$ cat src/rtl/pipe_pkg.sv
// Shared types and defaults for the elastic pipeline stage register.
package pipe_pkg;

  typedef enum logic [1:0] {
    PS_EMPTY = 2'd0,
    PS_BUSY  = 2'd1,
    PS_FULL  = 2'd2
  } pipe_state_e;

  localparam int PIPE_DEFAULT_WIDTH = 32;
  localparam int PIPE_DEFAULT_CNT_W = 32;

endpackage

$ cat src/rtl/sat_counter.sv
// Saturating up-counter with enable and synchronous active-low clear.
module sat_counter #(
  parameter int WIDTH = 8
) (
  input  logic             clk,
  input  logic             clr_n,
  input  logic             en,
  output logic [WIDTH-1:0] count
);

  always_ff @(posedge clk) begin
    if (!clr_n) begin
      count <= '0;
    end else if (en && (count != {WIDTH{1'b1}})) begin
      count <= count + WIDTH'(1);
    end
  end

endmodule

$ cat src/rtl/pipe_stage_reg.sv
// Elastic pipeline stage with a two-entry skid buffer and registered in_ready.
// Optional statistics counters are built only when PIPE_STAGE_STATS_EN is defined.
module pipe_stage_reg
  import pipe_pkg::*;
#(
  parameter int WIDTH = PIPE_DEFAULT_WIDTH,
  parameter int CNT_W = PIPE_DEFAULT_CNT_W
) (
  input  logic             clk,
  input  logic             rst_n,
  input  logic             in_valid,
  output logic             in_ready,
  input  logic [WIDTH-1:0] in_data,
  output logic             out_valid,
  input  logic             out_ready,
  output logic [WIDTH-1:0] out_data,
  input  logic             flush,
  output logic [CNT_W-1:0] stall_cnt,
  output logic [CNT_W-1:0] flush_cnt
);

  pipe_state_e      state;
  pipe_state_e      state_nx;
  logic [WIDTH-1:0] main_d;
  logic [WIDTH-1:0] main_d_nx;
  logic [WIDTH-1:0] skid_d;
  logic [WIDTH-1:0] skid_d_nx;
  logic             main_v;
  logic             in_fire;
  logic             out_fire;

  assign main_v    = (state != PS_EMPTY);
  assign out_valid = main_v;
  assign out_data  = main_d;
  assign in_fire   = in_valid & in_ready;
  assign out_fire  = main_v & out_ready;

  always_comb begin
    state_nx  = state;
    main_d_nx = main_d;
    skid_d_nx = skid_d;
    if (flush) begin
      state_nx  = PS_EMPTY;
      main_d_nx = '0;
      skid_d_nx = '0;
    end else begin
      unique case (state)
        PS_EMPTY: begin
          if (in_fire) begin
            main_d_nx = in_data;
            state_nx  = PS_BUSY;
          end
        end
        PS_BUSY: begin
          if (in_fire && out_fire) begin
            main_d_nx = in_data;
          end else if (in_fire) begin
            skid_d_nx = in_data;
            state_nx  = PS_FULL;
          end else if (out_fire) begin
            state_nx = PS_EMPTY;
          end
        end
        PS_FULL: begin
          // in_ready is low here, so only the drain path can move data
          if (out_fire) begin
            main_d_nx = skid_d;
            state_nx  = PS_BUSY;
          end
        end
        default: state_nx = PS_EMPTY;
      endcase
    end
  end

  always_ff @(posedge clk) begin
    if (!rst_n) begin
      state    <= PS_EMPTY;
      main_d   <= '0;
      skid_d   <= '0;
      in_ready <= 1'b1;
    end else begin
      state    <= state_nx;
      main_d   <= main_d_nx;
      skid_d   <= skid_d_nx;
      in_ready <= (state_nx != PS_FULL);
    end
  end

`ifdef PIPE_STAGE_STATS_EN
  logic skid_v;
  assign skid_v = (state == PS_FULL);

  sat_counter #(.WIDTH(CNT_W)) u_stall_cnt (
    .clk   (clk),
    .clr_n (rst_n),
    .en    (out_valid & ~out_ready),
    .count (stall_cnt)
  );

  sat_counter #(.WIDTH(CNT_W)) u_flush_cnt (
    .clk   (clk),
    .clr_n (rst_n),
    .en    (flush & (main_v | skid_v)),
    .count (flush_cnt)
  );
`else
  assign stall_cnt = '0;
  assign flush_cnt = '0;
`endif

endmodule

$ cat config.mk
export PLATFORM = sky130hd
export DESIGN_NAME = pipe_stage_reg
export DESIGN_NICKNAME = d
export VERILOG_FILES = /design/src/rtl/pipe_pkg.sv /design/src/rtl/sat_counter.sv /design/src/rtl/pipe_stage_reg.sv
export SDC_FILE = /design/constraint.sdc
export NUM_CORES = 1
export LEC_CHECK = 0
export BUFFER_PORTS_ARGS = -buffer_cell sky130_fd_sc_hd__buf_2
export CAP_MARGIN = 20
export CORE_MARGIN = 3
export CORE_UTILIZATION = 37
export DETAILED_ROUTE_END_ITERATION = 12
export PLACE_DENSITY_LB_ADDON = 0.15
export RECOVER_POWER = 25
export SYNTH_ARGS = -nofsm -noshare
export SYNTH_HDL_FRONTEND = slang
export SYNTH_HIERARCHICAL = 1
export SYNTH_SLANG_ARGS = --single-unit
export TNS_END_PERCENT = 1
$ cat constraint.sdc
create_clock -name clk -period 1.5 [get_ports clk]
set_clock_uncertainty 0.2 [all_clocks]
set_input_delay 0.3 -clock clk [delete_from_list [all_inputs] [get_ports clk]]
set_output_delay 0.3 -clock clk [all_outputs]
set_load 0.03 [all_outputs]
==> metrics.md <==
| Metric | Value |
|---|---|
| Share of cells above drive strength 1 | `32.0%` |
| Die height | `98.3 um` |
| Reg power frac | `43.9%` |
| # IOs | `135` |
| Distinct cell type count after synthesis | `25` |
| P_int | `2970 uW` |
| Critical path arrival | `1070 ps` |
| First drt pass iteration count | `4` |
| Fin cells | `565` |
| Initial antenna violation count | `0` |
| Part of the Yosys area used for sequential elements | `42.6%` |
| Fin. Hold Viols | `0` |
| Xor and xnor area share after synthesis | `0%` |
| Simple-gate portion of the synthesized area | `10.3%` |
| Top Family by Delay on Critical Path | `flip-flops` |
| Crit-path max cell delay | `350 ps` |
| Top cells by area, synth | `dfxtp_1 43%, buf_4 16%, mux2i_1 10%` |
| Area delta synth->final | `29.5%` |
| Mux share of post-synthesis cell area | `10.5%` |
| Tmin final | `1570 ps` |
| Area share of the largest cell type after synthesis | `42.6%` |
| Synth Area in Compound Gates | `16.7%` |
| Largest net degree at the start of global routing | `33` |
| Pre-CTS setup slack | `-111 ps` |
| Sw power | `1240 uW` |
| IO Port Bufs | `70` |
| F_max | `637 MHz` |
| Synth Instances | `368` |
| Post-detail-place hpwl | `4610 um` |
| GPL Wtd Cong | `0.740` |
| RSZ-0062 raised after global routing | `yes` |
| Hold Path Class | `in -> reg` |
| Antenna diodes | `0` |
| CP max stage cell | `dfxtp_4` |
| Max clock buf depth | `2` |
| Setup-failing EPs final | `31` |
| Post-Synth Adder-Cell Area | `0%` |
| Cells after DPL | `531` |
| Vias in the first global route | `2332` |
| CTS tree | `done` |
| Max Transition Viols Final | `0` |
| Cell area after synthesis | `3150 um^2` |
| CTS Sinks | `67` |
| Largest area contributor in the netlist | `dfxtp_1` |
| Crit path cell chain | `or2_4, buf_6` |
| Drc violations | `0` |
| Tot GR Track Use | `15.0%` |
| Via-per-instance ratio | `4.52` |
| Crit end category | `output pin` |
| Clk pwr share | `39.1%` |
| Worst path required time | `1000 ps` |
| Final period utilization | `105%` |
| WL final | `7560 um` |
| Global-route wire length before repair | `11500 um` |
| Initial Utilization | `38.2%` |
| Cell Pwr Density | `1030 nW/um^2` |
| Root Driver | `clkbuf_8` |
| Logic pwr share | `17.0%` |
| Syn_area_per_cell | `8.56 um^2` |
| Leakage | `0.00193 uW` |
| Clock-pin slew on the worst setup and hold paths | `80 ps` |
| Num CTS Buffers | `9` |
| Most common cell after layout, fill and taps aside | `buf_2` |
| Nets | `492` |
| GRT overflow | `0` |
| Largest family of logic cells by synthesized area | `buffers and inverters` |
| Avg WL per Cell | `13.4 um` |
| FILL cells | `809` |
| Final worst slack | `-70.1 ps` |
| Row count | `33` |
| Most frequent cells in the layout | `69 x buf_2, 64 x conb_1, 64 x dfxtp_1, 59 x nand2_1, 45 x a21oi_1` |
| CP Class | `reg -> out` |
| Initial DRC Count | `81` |
| Peak VDD IR | `0.666 mV` |
| Hold Slack | `7.26 ps` |
| Clk_lat worst skew | `340 ps` |
| MaxCap Viol Count | `0` |
| H-Tree Depth | `3` |
| Sw frac | `29.4%` |
| Die area | `9660 um^2` |
| Crit path launch type | `flip-flop` |
| Warnings, synthesis | `6` |
| Post-DRT Antenna Nets | `0` |
| Crit-path max FO | `2` |
| Die width | `98.3 um` |
| Seq cells post-synth | `67` |
| Status | `finished, violations left` |
| Via count | `2551` |
| Failing checks | `negative setup slack` |
| Core area | `8260 um^2` |
| Crit path buf inv count | `1` |
[state kept, by name, summed over array words and instances (netlist names)]
register  cells
out_data     32
in_ready      1
skid_d       32
state         2
[worst paths after layout]
kind	from	endpoint	slack [ps]	depth (start not counted)
setup reg to reg	state[1]	skid_d[8]	-50	7
setup / recovery	state[1]	out_valid	-70	2
hold reg to reg	skid_d[31]	skid_d[31]	260	2
hold / removal	in_data[18]	skid_d[18]	7	3
[power groups by stage]
stage / clock (uW) / sequential [uW] / combinational (uW)
4_1_cts: 1680 / 1850 / 684
6_report: 1650 / 1850 / 714
3_3_place_gp: 0 / 1890 / 619
3_5_place_dp: 0 / 1890 / 621
2_1_floorplan: 0 / 1970 / 515
5_1_grt: 1770 / 1850 / 761
[metal layers]
metal,track usage (%),wire (um),vias up
met5,0,0,-
met4,4.20,97,0
li1,-,-,1287
met3,5.14,541,7
met2,24.1,3480,88
met1,19.1,3450,1169
[layout make-up]
| cell class | instances | area, um^2 | area share [%] |
|---|---|---|---|
| multi-input combinational | 274 | 1570 | 38.4 |
| sequential | 67 | 1350 | 33.2 |
| timing repair buffer | 102 | 808 | 19.8 |
| tap | 105 | 131 | 3.22 |
| clock buffer | 10 | 128 | 3.13 |
| clock inverter | 6 | 90.1 | 2.21 |
| inverter | 1 | 3.75 | 0.0920 |
[worst reg2reg max path, cell delays in order, from the launching register on]
cell and delay [ps]:
dfxtp_4 350, buf_8 130, buf_6 110, nor3_4 210, buf_6 160, clkbuf_16 150
nand2_1 60, a21oi_2 110
[logic make-up (layout without fill, tap and decap cells)]
family                 Yosys count  after routing
flip-flops                      67             67
other                            1             64
AO/OA/AOI/OAI                  100            100
AND/OR/NAND/NOR                 77             77
buffers and inverters           90            119
multiplexers                    33             33
[cell usage after synthesis]
| library cell | number |
|---|---|
| buf_4 | 68 |
| dfxtp_1 | 67 |
| nand2_1 | 65 |
| a21oi_1 | 64 |
| mux2i_1 | 33 |
| o21ai_1 | 28 |
| clkbuf_1 | 10 |
| buf_2 | 8 |
| o21ai_0 | 4 |
| buf_6 | 3 |
| nand2b_1 | 3 |
| nor2b_1 | 2 |
| a211oi_1 | 1 |
| conb_1 | 1 |
| inv_1 | 1 |
| nand2_2 | 1 |
| nand3b_1 | 1 |
| nand4b_1 | 1 |
| nor2_1 | 1 |
| nor3_2 | 1 |
| o21a_1 | 1 |
| o22a_1 | 1 |
| o31ai_4 | 1 |
| or2_2 | 1 |
| or3_1 | 1 |
[stage by stage]
stage,instance area [um^2],power [uW],setup TNS (ps),utilization (%)
after detailed placement,3440,2510,-4040,41.6
after global placement,3440,2510,-3410,41.6
after floorplan,3430,2490,-83.0,-
final,4080,4210,-857,49.4
after CTS,3850,4220,-1770,46.6
after global routing,4080,4390,-4830,49.4
[what timing repair did]
action | CTS | global route
hold buffers | 6 | 2
buffers inserted | 4 | 2
endpoints found under the hold margin | 6 | 2
setup endpoints to repair | 60 | 65
pin swaps | 2 | 7
cloned | 2 | 2
gates resized for setup | 18 | 41
(Power assumes the default switching activity.)
